File: src/rtl/note_seq_if.sv
// Bus bundle between the SPI-side configuration logic and note_sequencer.
// Defining SEQ_SWING_EN adds the swing amount signal.
interface note_seq_if #(
  parameter int STEPS  = 8,
  parameter int TICK_W = 16
);
  localparam int SW = $clog2(STEPS);

`ifdef SEQ_SWING_EN
  logic [TICK_W-1:0] swing;
`endif
  logic              run;
  logic [TICK_W-1:0] tick_div;
  logic [TICK_W-1:0] gate_len;
  logic [SW-1:0]     last_step;
  logic              wr_en;
  logic [SW-1:0]     wr_addr;
  logic [11:0]       wr_note;
  logic              wr_active;
  logic [11:0]       osc_count;
  logic              trig;
  logic [SW-1:0]     step_idx;
  logic              step_strobe;
  logic              playing;

  modport master (
`ifdef SEQ_SWING_EN
    output swing,
`endif
    output run, tick_div, gate_len, last_step, wr_en, wr_addr, wr_note, wr_active,
    input  osc_count, trig, step_idx, step_strobe, playing
  );

  modport slave (
`ifdef SEQ_SWING_EN
    input  swing,
`endif
    input  run, tick_div, gate_len, last_step, wr_en, wr_addr, wr_note, wr_active,
    output osc_count, trig, step_idx, step_strobe, playing
  );
endinterface

File: src/rtl/note_sequencer.sv
// Step sequencer: plays a STEPS-entry note pattern at a programmable tempo, driving
// the oscillator count and ADSR gate. Optional swing timing: define SEQ_SWING_EN.
module note_sequencer #(
  parameter int STEPS  = 8,
  parameter int TICK_W = 16
) (
  input  logic      clk,
  input  logic      rst,
  note_seq_if.slave bus
);
  localparam int SW = $clog2(STEPS);
  // One extra bit so a swung even step (up to twice the base length) still fits.
  localparam int LW = TICK_W + 1;

  typedef enum logic {IDLE, PLAY} state_t;

  state_t        state_q, state_d;
  logic [LW-1:0] tick_q, tick_d;
  logic [LW-1:0] lenM1_q, lenM1_d;
  logic [LW-1:0] gate_q, gate_d;
  logic [SW-1:0] step_q, step_d;
  logic [11:0]   osc_q, osc_d;
  logic          trig_q, trig_d;
  logic          strobe_q, strobe_d;
  logic [11:0]   note_q [STEPS];
  logic [STEPS-1:0] active_q;
`ifdef SEQ_SWING_EN
  logic [TICK_W-1:0] swing_q, swing_d;
  logic [LW-1:0]     swingRaw, swingClamp;
`endif

  logic          start;
  logic [SW-1:0] nextIdx;
  logic [LW-1:0] baseM1, stepM1, gateIn, tickInc;

  always_ff @(posedge clk or posedge rst) begin
    if (rst) begin
      for (int i = 0; i < STEPS; i++) note_q[i] <= '0;
      active_q <= '0;
    end else if (bus.wr_en) begin
      note_q[bus.wr_addr]   <= bus.wr_note;
      active_q[bus.wr_addr] <= bus.wr_active;
    end
  end

  // A step starts on leaving IDLE or on the tick wrap; a shrunk last_step forces a wrap.
  always_comb begin
    start   = 1'b0;
    nextIdx = '0;
    if (state_q == IDLE) begin
      start = bus.run;
    end else if (bus.run && (tick_q == lenM1_q)) begin
      start   = 1'b1;
      nextIdx = (step_q >= bus.last_step) ? '0 : step_q + 1'b1;
    end
  end

  always_comb begin
    baseM1 = (bus.tick_div < TICK_W'(2)) ? LW'(1) : LW'(bus.tick_div);
`ifdef SEQ_SWING_EN
    swingRaw   = nextIdx[0] ? LW'(swing_q) : LW'(bus.swing);
    swingClamp = (swingRaw < baseM1) ? swingRaw : baseM1;
    stepM1     = nextIdx[0] ? (baseM1 - swingClamp) : (baseM1 + swingClamp);
`else
    stepM1 = baseM1;
`endif
    // Clamping to length-1 leaves at least one low cycle so back-to-back notes retrigger.
    gateIn = (LW'(bus.gate_len) < stepM1) ? LW'(bus.gate_len) : stepM1;
    if (!active_q[nextIdx]) gateIn = '0;
  end

  always_comb begin
    state_d  = state_q;
    tick_d   = tick_q;
    step_d   = step_q;
    lenM1_d  = lenM1_q;
    gate_d   = gate_q;
    osc_d    = osc_q;
    trig_d   = 1'b0;
    strobe_d = 1'b0;
    tickInc  = tick_q + 1'b1;
`ifdef SEQ_SWING_EN
    swing_d  = swing_q;
`endif
    if (start) begin
      state_d  = PLAY;
      tick_d   = '0;
      step_d   = nextIdx;
      lenM1_d  = stepM1;
      gate_d   = gateIn;
      osc_d    = note_q[nextIdx];
      trig_d   = (gateIn != '0);
      strobe_d = 1'b1;
`ifdef SEQ_SWING_EN
      if (!nextIdx[0]) swing_d = bus.swing;
`endif
    end else if ((state_q == PLAY) && !bus.run) begin
      state_d = IDLE;
      tick_d  = '0;
      step_d  = '0;
      lenM1_d = '0;
      gate_d  = '0;
    end else if (state_q == PLAY) begin
      tick_d = tickInc;
      trig_d = (tickInc < gate_q);
    end
  end

  always_ff @(posedge clk or posedge rst) begin
    if (rst) begin
      state_q  <= IDLE;
      tick_q   <= '0;
      lenM1_q  <= '0;
      gate_q   <= '0;
      step_q   <= '0;
      osc_q    <= '0;
      trig_q   <= 1'b0;
      strobe_q <= 1'b0;
`ifdef SEQ_SWING_EN
      swing_q  <= '0;
`endif
    end else begin
      state_q  <= state_d;
      tick_q   <= tick_d;
      lenM1_q  <= lenM1_d;
      gate_q   <= gate_d;
      step_q   <= step_d;
      osc_q    <= osc_d;
      trig_q   <= trig_d;
      strobe_q <= strobe_d;
`ifdef SEQ_SWING_EN
      swing_q  <= swing_d;
`endif
    end
  end

  assign bus.osc_count   = osc_q;
  assign bus.trig        = trig_q;
  assign bus.step_idx    = step_q;
  assign bus.step_strobe = strobe_q;
  assign bus.playing     = (state_q == PLAY);
endmodule

File: src/flat_wrapper.sv
// flat-port wrapper written by rule: the top's interface ports become plain ports
module note_sequencer_flat 
#(
  parameter int STEPS  = 8,
  parameter int TICK_W = 16
)
  (clk, rst, bus_run, bus_tick_div, bus_gate_len, bus_last_step, bus_wr_en, bus_wr_addr, bus_wr_note, bus_wr_active, bus_osc_count, bus_trig, bus_step_idx, bus_step_strobe, bus_playing);
  note_seq_if #(.STEPS(STEPS), .TICK_W(TICK_W)) bus_i ();
  input  logic clk;
  input  logic rst;
  input wire logic [$bits(bus_i.run)-1:0] bus_run;
  input wire logic [$bits(bus_i.tick_div)-1:0] bus_tick_div;
  input wire logic [$bits(bus_i.gate_len)-1:0] bus_gate_len;
  input wire logic [$bits(bus_i.last_step)-1:0] bus_last_step;
  input wire logic [$bits(bus_i.wr_en)-1:0] bus_wr_en;
  input wire logic [$bits(bus_i.wr_addr)-1:0] bus_wr_addr;
  input wire logic [$bits(bus_i.wr_note)-1:0] bus_wr_note;
  input wire logic [$bits(bus_i.wr_active)-1:0] bus_wr_active;
  output wire logic [$bits(bus_i.osc_count)-1:0] bus_osc_count;
  output wire logic [$bits(bus_i.trig)-1:0] bus_trig;
  output wire logic [$bits(bus_i.step_idx)-1:0] bus_step_idx;
  output wire logic [$bits(bus_i.step_strobe)-1:0] bus_step_strobe;
  output wire logic [$bits(bus_i.playing)-1:0] bus_playing;
  assign bus_i.run = bus_run;
  assign bus_i.tick_div = bus_tick_div;
  assign bus_i.gate_len = bus_gate_len;
  assign bus_i.last_step = bus_last_step;
  assign bus_i.wr_en = bus_wr_en;
  assign bus_i.wr_addr = bus_wr_addr;
  assign bus_i.wr_note = bus_wr_note;
  assign bus_i.wr_active = bus_wr_active;
  assign bus_osc_count = bus_i.osc_count;
  assign bus_trig = bus_i.trig;
  assign bus_step_idx = bus_i.step_idx;
  assign bus_step_strobe = bus_i.step_strobe;
  assign bus_playing = bus_i.playing;
  note_sequencer #(.STEPS(STEPS), .TICK_W(TICK_W)) u_core (.clk(clk), .rst(rst), .bus(bus_i));
endmodule
File: config.mk
export PLATFORM = sky130hd
export DESIGN_NAME = note_sequencer_flat
export DESIGN_NICKNAME = d
export VERILOG_FILES = /design/src/rtl/note_seq_if.sv /design/src/rtl/note_sequencer.sv /design/src/flat_wrapper.sv
export SDC_FILE = /design/constraint.sdc
export NUM_CORES = 1
export LEC_CHECK = 0
export ABC_AREA = 1
export CAP_MARGIN = 20
export CORE_MARGIN = 5
export CORE_UTILIZATION = 53
export CTS_BUF_LIST = sky130_fd_sc_hd__clkbuf_4 sky130_fd_sc_hd__clkbuf_8 sky130_fd_sc_hd__clkbuf_16
export DETAILED_ROUTE_END_ITERATION = 8
export PLACE_DENSITY = 0.77
export SLEW_MARGIN = 15
export SYNTH_ARGS = -nofsm -noshare
export SYNTH_HDL_FRONTEND = slang
export SYNTH_SLANG_ARGS = --single-unit
File: constraint.sdc
create_clock -name clk -period 5.6 [get_ports clk]
set_clock_uncertainty 0.1 [all_clocks]
set_input_delay 0.56 -clock clk [delete_from_list [all_inputs] [get_ports clk]]
set_output_delay 0.56 -clock clk [all_outputs]
set_load 0.02 [all_outputs]
Yosys cells after proc, flatten, opt, wreduce, memory -nomap -nowiden

Index checks and enable logic that the tools add are counted.

Bits of input ports: 55
Output and inout port bits: 18
Logic and storage cells: 73
Bits in registers: 173

Muxes and demuxes: 33
Reduce and logical (&&, ||, !) cells: 8
Bitwise operators: 2
Add/sub/neg operators: 2
Equal/unequal tests: 1
$lt $le $gt $ge: 10

Operators with widths:

| kind                                                         | count |
|---|---|
| 2-to-1 mux 17 bit                                            | 8 |
| bitwise mux 96 bit                                           | 1 |
| binary-select mux 12 bit (select 3 bit)                      | 1 |
| demux 12 bit (select 3 bit)                                  | 1 |
| 2-to-1 mux 12 bit                                            | 3 |
| adder 17 x 1 -> 17 bit (second input constant)               | 1 |
| equality test 17 bit                                         | 1 |
| less-than comparator 16 x 17 -> 1 bit                        | 1 |
| less-than comparator 17 bit                                  | 1 |
| nonzero test 17 bit                                          | 1 |
| less-than comparator 16 x 2 -> 1 bit (second input constant) | 1 |
| 2-to-1 mux 16 bit                                            | 1 |
| 2-to-1 mux 3 bit                                             | 5 |
| 2-to-1 mux 1 bit                                             | 10 |
| bitwise mux 8 bit                                            | 1 |
| >= comparator 4 bit (second input constant)                  | 2 |
| less-than comparator 3 x 4 -> 1 bit (second input constant)  | 2 |
| NOT 3 -> 4 bit                                               | 2 |
| logical AND 1 bit                                            | 4 |
| less-than comparator 4 x 1 -> 1 bit (second input constant)  | 1 |
| adder 3 x 1 -> 3 bit (second input constant)                 | 1 |
| binary-select mux 1 bit (select 3 bit)                       | 1 |
| demux 1 bit (select 3 bit)                                   | 1 |
| >= comparator 3 x 1 -> 1 bit (second input constant)         | 1 |
| 4 further kinds                                              | 4 |

Logic depth before layout (Yosys ltp)

Gate-level depths: netlist (run 1).

Depth in word-level cells: 9
Mapped depth: 20
Mapped depth without buffers: 19

Worst setup path after synthesis (run 1)

Ideal clock, no wire load.

Path type: input port to flip-flop
Start: in bus_tick_div[12]
End: reg u_core.trig_q, in the netlist u_core.bus.trig
Data required time: 5.383 ns
Cell stages on the path: 16
Slack: 3.061 ns
Path buffers: 1
Data arrival time: 2.322 ns
Setup time: 0.117 ns
Cell sequence: inv_1 -> ha_1 -> nand2_1 -> nor3_1 -> nand3_1 -> nand2_2 -> inv_1 -> buf_2 -> nand2_1 -> nand2_1 -> o21ai_0 -> nand2_1 -> nor2_1 -> nand2_1 -> nand2_1 -> nand2_1

Word-level cells in the longest chain between the ends: 7

RTL lines:

| element                               | RTL line              | RTL |
|---|---|---|
| start, declared                       | flat_wrapper.sv:12    | `input wire logic [$bits(bus_i.tick_div)-1:0] bus_tick_div;` |
| less-than comparator 16 x 2 -> 1 bit  | note_sequencer.sv:59  | `baseM1 = (bus.tick_div < TICK_W'(2)) ? LW'(1) : LW'(bus.tick_div);` |
| 2-to-1 mux 16 bit (*)                 | note_sequencer.sv:59  |  |
| less-than comparator 16 x 17 -> 1 bit | note_sequencer.sv:68  | `gateIn = (LW'(bus.gate_len) < stepM1) ? LW'(bus.gate_len) : stepM1;` |
| 2-to-1 mux 17 bit (*)                 | note_sequencer.sv:68  |  |
| 2-to-1 mux 17 bit (*)                 | note_sequencer.sv:69  | `if (!active_q[nextIdx]) gateIn = '0;` |
| nonzero test 17 bit (*)               | note_sequencer.sv:92  | `trig_d = (gateIn != '0);` |
| 2-to-1 mux 1 bit (*)                  | note_sequencer.sv:85  | `if (start) begin` |
| via u_core.trig_d                     | note_sequencer.sv:23  | `logic trig_q, trig_d;` |
| end signal, assigned                  | note_sequencer.sv:129 | `trig_q <= trig_d;` |
| end, declared                         | note_sequencer.sv:23  |  |

Mark *: on every way through the listed nets, which the timed path passes. The rest lies on a longest branch.
A chain may end at the register's enable or synchronous reset.

Worst setup path in the final report (run 1)

Start: in bus_tick_div[15]
End: reg u_core.trig_q, in the netlist u_core.bus.trig

Same word-level chain as after synthesis.

==> run_results.csv, run 1 <==
group,metric,value,unit
synth,synth_mux_area_share,0.223,%
clock_network,cts_made_buffers,17,
grt,grt_max_degree,93,
synth,synth_top_family_by_area,"simple AND/OR/NAND/NOR gates",
sta,fin_crit,3.48,ns
synth,netlist_area,0.00898,mm^2
critical_path,cp_num_cells,16,
die,die_y,140,um
clock_network,clockBufferDepth,2,
clock_network,htreeDepth,4,
critical_path,cp_data_required_time,5.82,ns
drt,drt_iter0_drc,686,
grt,grt_pass1_wl,39.4,mm
place,place.gp.congestion,0.923,
die,start_util,54.2,%
drt,wl,24.2,mm
die,die_area,0.0197,mm^2
synth,synth_top_area_share,47.6,%
grt,grt_usage,25.0,%
grt,antenna_found_initial,0,
critical_path,crit_buf_inv,3,
sta,fin_crit_sh,62.1,%
critical_path,setup.worst_path.class,"primary input to register",
clock_network,postCtsSetupRepairBufs,0,
synth,synthSimpleGateAreaFrac,23.2,%
place,dp_slack,1.85,ns
drt,drtPass1Iterations,5,
critical_path,cp_top_family,"simple AND/OR/NAND/NOR gates",
grt,grt_pass1_vias,7647,
clock_network,cts_tree,"built",
final_layout,layout.nets,1237,
drt,vias_per_cell,5.77,
critical_path,endpoint_kind,"register",
critical_path,crit-reg2reg-launch,"u_core.tick_q[0]",
synth,synthAdderAreaFrac,4.88,%
power_and_ir_drop,power_density,317,mW/mm^2
sta,tns,0,ns
die,ioPinCount,73,
sta,slew_violations,0,
synth,yosys_most_used_dff,"dfrtp_1",
die,num_rows,47,
clock_network,postCtsHoldBufs,0,
power_and_ir_drop,vdd_drop_max,0.000243,V
critical_path,r2r_cells,15,
clock_network,clk_latency,0.43,ns
die,die_w,140,um
synth,yosys.area_share.xor_xnor,1.56,%
synth,ys_top_cells_by_area,"dfrtp_1, nand2_1, o21ai_0, nand3_1, ha_1",
sta,setup_viol,0,
synth,synth-compound-area-share,15.1,%
clock_network,ctsResizeCount,0,
synth,syn_inst,1097,
critical_path,cp_max_fo,18,
final_layout,drive_gt1_share,7.43,%
clock_network,root_buffer,"clkbuf_16",
final_layout,syn_to_final_growth,15.6,%
drt,antenna_left,0,
synth,synth-edff-count,0,
synth,yosys-top-cells-count,"nand2_1, dfrtp_1, o21ai_0",
min_path,hold-path-cell-count,2,
grt,grt_remaining_overflow,0,
drt,routedWlPerCell,17.6,um
synth,yosys.cell_count.top_type,"nand2_1",
drt,drc,0,
synth,yosysWarnings,0,
synth,syn-num-nets,1187,
synth,synth_top_area_cell,"dfrtp_1",
synth,ys_seq_elements,171,
power_and_ir_drop,p_leak,4.91,nW
critical_path,path_cells,"clkdlybuf4s50_1, inv_1, ha_1, nand3_1, nor3_1, nand3_1, nand2_2, inv_1, nand2_1, nand2_1, o21ai_0, nand2_1, nor2_1, nand2_1, nand2_1, nand2_1",
place,portBuffers,72,
drt,vias,7956,
sta,tightest_slew,1.07,ns
status,status,"finished clean",
critical_path,cp-start-kind,"primary input",
synth,synth-seq-area-share,47.6,%
min_path,hp-class,"register to register",
place,dp_hpwl,16.2,mm
sta,rsz0062_at_grt,"false",
critical_path,cpPeakStageDelay,0.54,ns
synth,synth_cell_types,46,
job,max-cap-violations,0,
sta,fmax,287,MHz
die,fp.coreArea,0.0166,mm^2
synth,syn_avg_cell_area,8.19,um^2
clock_network,cts.sinks,171,
synth,synthArstFlopShare,100,%
critical_path,crit_slowest_cell,"clkdlybuf4s50_1",
min_path,hp-start,"u_core.note_q[92]",
critical_path,cp.arrival,3.70,ns
sta,relSlewSlack,28.4,%
critical_path,crit_start,"bus_tick_div[15]",
final_layout,antenna_cells,0,
sta,postLayoutSetupSlackWorst,2.12,ns
critical_path,cp_common_cell,"nand2_1",
sta,hold_viol_final,0,
final_layout,fillers,1436,
clock_network,path_clk_slew,0.07,ns
[per-stage QoR]
stage          instances  hold WS, ns  total power, mW  utilization (%)  instance area, um^2
2_1_floorplan       1097        0.346             1.94                -                 8980
3_3_place_gp        1348        0.363             2.14             59.3                 9830
3_5_place_dp        1348        0.369             2.16             59.3                 9830
4_1_cts             1378        0.387             3.29             62.6                10400
5_1_grt             1378        0.402             3.45             62.6                10400
6_report            1378        0.383             3.29             62.6                10400
[flip-flops by register name, indices dropped and copies added, names as in the netlist]
register                flops
u_core.lenM1_q             16
u_core.gate_q              16
u_core.note_q              96
u_core.bus.step_idx         3
u_core.bus.osc_count       12
u_core.bus.playing          1
u_core.bus.step_strobe      1
u_core.bus.trig             1
u_core.tick_q              17
u_core.active_q             8
[report_power, final]
group	internal (mW)	switching, mW
Sequential	1.42	0.112
Clock	0.626	0.518
Combinational	0.246	0.368
[worst reg2reg max path: stages, from the launching register on]
cell	delay, ns
dfrtp_1	0.54
nand3_1	0.20
nor3_2	0.23
nand3_1	0.17
nor3_1	0.29
nand3_1	0.21
xor2_1	0.25
inv_1	0.08
ha_1	0.29
nand4_1	0.09
o221ai_1	0.23
nand3_1	0.10
nand2_1	0.07
nand2_1	0.04
nand3_1	0.11
nand2_1	0.07
[final cells by class]
cell class / instances / area, um^2 / share of cell area [%]
multi-input cells: 762 / 4050 / 39.0
clock buffers: 19 / 440 / 4.24
clock inverters: 11 / 115 / 1.11
inverters: 114 / 434 / 4.18
well taps: 220 / 275 / 2.65
flip-flops and latches: 171 / 4280 / 41.2
repair buffers: 81 / 788 / 7.59
[final timing paths]
check | end | slack, ns
max in group asynchronous | u_core.bus.step_idx[2] | 3.72
worst min-delay path | u_core.note_q[92] | 0.38
worst max register to register | u_core.bus.trig | 2.41
min in group asynchronous | u_core.note_q[44] | 0.59
worst min register to register | u_core.note_q[92] | 0.38
worst max-delay path | u_core.bus.trig | 2.12
[layout by cell type (no fill, tap or decap), drive strengths merged, types with 6 or more instances in the layout]
cell type,Yosys,layout
nand2,281,281
dfrtp,171,171
o21ai,150,150
inv,111,115
nand3,107,107
clkdlybuf4s50,0,72
nor2,51,51
a21oi,36,36
ha,35,35
o221ai,23,23
o22ai,21,21
clkbuf,32,19
xor2,15,15
nor3,13,13
nand4,12,12
buf,18,9
clkinv,3,6
[cell families (layout without fill, tap and decap cells)]
logic type / count (synthesis) / count (layout)
flip-flops: 171 / 171
AO/OA/AOI/OAI: 239 / 239
adder cells (fa/ha/maj): 35 / 35
XOR/XNOR: 16 / 16
multiplexers: 2 / 2
AND/OR/NAND/NOR: 470 / 470
buffers and inverters: 164 / 225
[metal layers]
metal	vias up	GRT usage, %	part of all wire [%]
met1	3818	32.3	42
met4	0	10.4	3.9
met5	-	0	0
met3	63	5.56	6.2
li1	3772	-	-
met2	303	40.8	48
(Power assumes the default switching activity.)
==> run 2: changes to the inputs <==
CORE_UTILIZATION = 55   (was 53)
PLACE_DENSITY = 0.76   (was 0.77)
clock period = 3.56 ns   (was 5.6 ns; I/O delays follow)
==> run 2 against run 1 <==
Against the previous run:
- global-route usage grew 2.8 points
- non-clock buffer count increased by 11
- hold slack worse by 0.092 ns
- total power is 65% higher
- combinational power is 63% higher
- sequential cell count is the same
- critical path type is now register to register
==> run_results.csv, run 2 (synthesis gave the netlist of run 1 again) <==
group,metric,value,unit
grt,grt_remaining_overflow,0,
clock_network,postCtsSetupRepairBufs,0,
critical_path,r2r_slack,0.50,ns
clock_network,clk_latency,0.43,ns
drt,drt_iter0_drc,709,
critical_path,cp_max_fo,3,
clock_network,cts_made_buffers,17,
clock_network,cts_tree,"built",
clock_network,cts.sinks,171,
place,dp_hpwl,17.1,mm
status,status,"finished clean",
power_and_ir_drop,power_density,513,mW/mm^2
grt,grt_usage,27.7,%
die,start_util,56.3,%
sta,tightest_slew,0.989,ns
final_layout,top_regs,"u_core.note_q x96, u_core.tick_q x17",
die,die_y,138,um
min_path,hp-class,"primary input to asynchronous set/reset pin",
drt,drc,0,
die,die_w,138,um
critical_path,crit-reg2reg-launch,"u_core.tick_q[0]",
critical_path,endpoint_kind,"register",
drt,antenna_left,0,
sta,fin_crit_sh,86.0,%
final_layout,drive_gt1_share,8.45,%
sta,fmax,327,MHz
critical_path,cp-start-kind,"register",
final_layout,fin_util,66.5,%
sta,hold_viol_final,0,
clock_network,clockBufferDepth,2,
critical_path,cp_data_required_time,3.83,ns
drt,vias,8035,
clock_network,ctsResizeCount,0,
sta,rsz0062_at_grt,"false",
sta,tns,0,ns
sta,fin_crit,3.06,ns
clock_network,root_buffer,"clkbuf_16",
clock_network,path_clk_slew,0.07,ns
clock_network,htreeDepth,4,
sta,slew_violations,0,
final_layout,layout_commonest_cell,"nand2_1",
drt,vias_per_cell,5.79,
job,max-cap-violations,0,
critical_path,r2r_cells,16,
sta,postLayoutSetupSlackWorst,0.498,ns
final_layout,syn_to_final_growth,18.0,%
final_layout,antenna_cells,0,
final_layout,layout.nets,1248,
drt,wl,24.8,mm
grt,antenna_found_initial,0,
die,die_area,0.0190,mm^2
critical_path,setup.worst_path.class,"register to register",
drt,drtPass1Iterations,5,
final_layout,top_register,"u_core.note_q",
critical_path,r2r_end,"u_core.bus.trig",
power_and_ir_drop,vdd_drop_max,0.000377,V
grt,grt_pass1_wl,40.9,mm
place,place.gp.congestion,0.955,
clock_network,postCtsHoldBufs,0,
place,dp_slack,0.337,ns
grt,grt_pass1_vias,8169,
sta,relSlewSlack,34.1,%
final_layout,final_cell_mix,"nand2_1, dfrtp_1, o21ai_0, nand3_1, inv_1",
die,ioPinCount,73,
final_layout,largest_reg_flops,96,
drt,routedWlPerCell,17.8,um
place,portBuffers,72,
die,fp.coreArea,0.0159,mm^2
power_and_ir_drop,p_leak,5.02,nW
grt,grt_max_degree,42,
die,num_rows,46,
critical_path,cp.arrival,3.33,ns
sta,setup_viol,0,
run 2: worst max-delay path by stage:
stage	cells past startpoint	to	from	slack, ns
finish	16	u_core.bus.trig	u_core.tick_q[0]	0.50
global route	16	u_core.bus.trig	u_core.tick_q[0]	0.23
CTS	15	u_core.bus.trig	u_core.tick_q[2]	0.50
detailed placement	19	u_core.bus.trig	bus_tick_div[4]	0.34
global placement	17	u_core.bus.trig	bus_tick_div[4]	0.34
floorplan	1	u_core.active_q[0]	rst	0.92
run 2: power breakdown:
group / switching, mW / internal (mW) / leakage (nW)
Sequential: 0.169 / 2.24 / 2.19
Combinational: 0.597 / 0.402 / 2.52
Clock: 0.798 / 1.23 / 0.311
run 2: cell type report:
cell class                      count  area [um^2]
Clock buffer                       20          460
Clock inverter                     12          184
Fill cell                        1321         5350
Inverter                          114          433
Multi-Input combinational cell    762         4050
Sequential cell                   171         4280
Tap cell                          216          270
Timing Repair Buffer               92          921
run 2: through the flow:
step	instance area [um^2]	hold slack [ns]	total power [mW]	cells
after detailed placement	9950	0.369	3.43	1355
after CTS	10600	0.309	5.45	1387
after global routing	10600	0.362	5.69	1387
after global placement	9950	0.362	3.39	1355
after floorplan	8990	0.346	3.06	1097
final	10600	0.291	5.43	1387
run 2: routing by layer:
layer	up-vias	share of wire, %	global-route usage (%)
li1	3795	-	-
met1	3861	41	34.7
met2	318	50	47.1
met3	61	5.4	3.91
met4	0	3.6	13.9
met5	-	0	0
run 2: worst max-delay path, stage by stage, from the launching register on:
cell	delay, ns
dfrtp_1	0.42
ha_1	0.21
nand3_1	0.14
nor3_2	0.20
nand3_1	0.18
nor3_2	0.23
nand3_1	0.18
nor2_1	0.20
nand2_1	0.09
xor2_1	0.19
inv_1	0.07
ha_1	0.29
a21oi_1	0.14
nand2_1	0.10
nand2_1	0.07
nand3_1	0.11
nand2_1	0.09
==> run 3: changes to the inputs <==
CTS_CLUSTER_SIZE = 25   (was not set)
==> results of run 3 <==
Same layout as run 2: the final DEF is identical, and so are final timing and power.
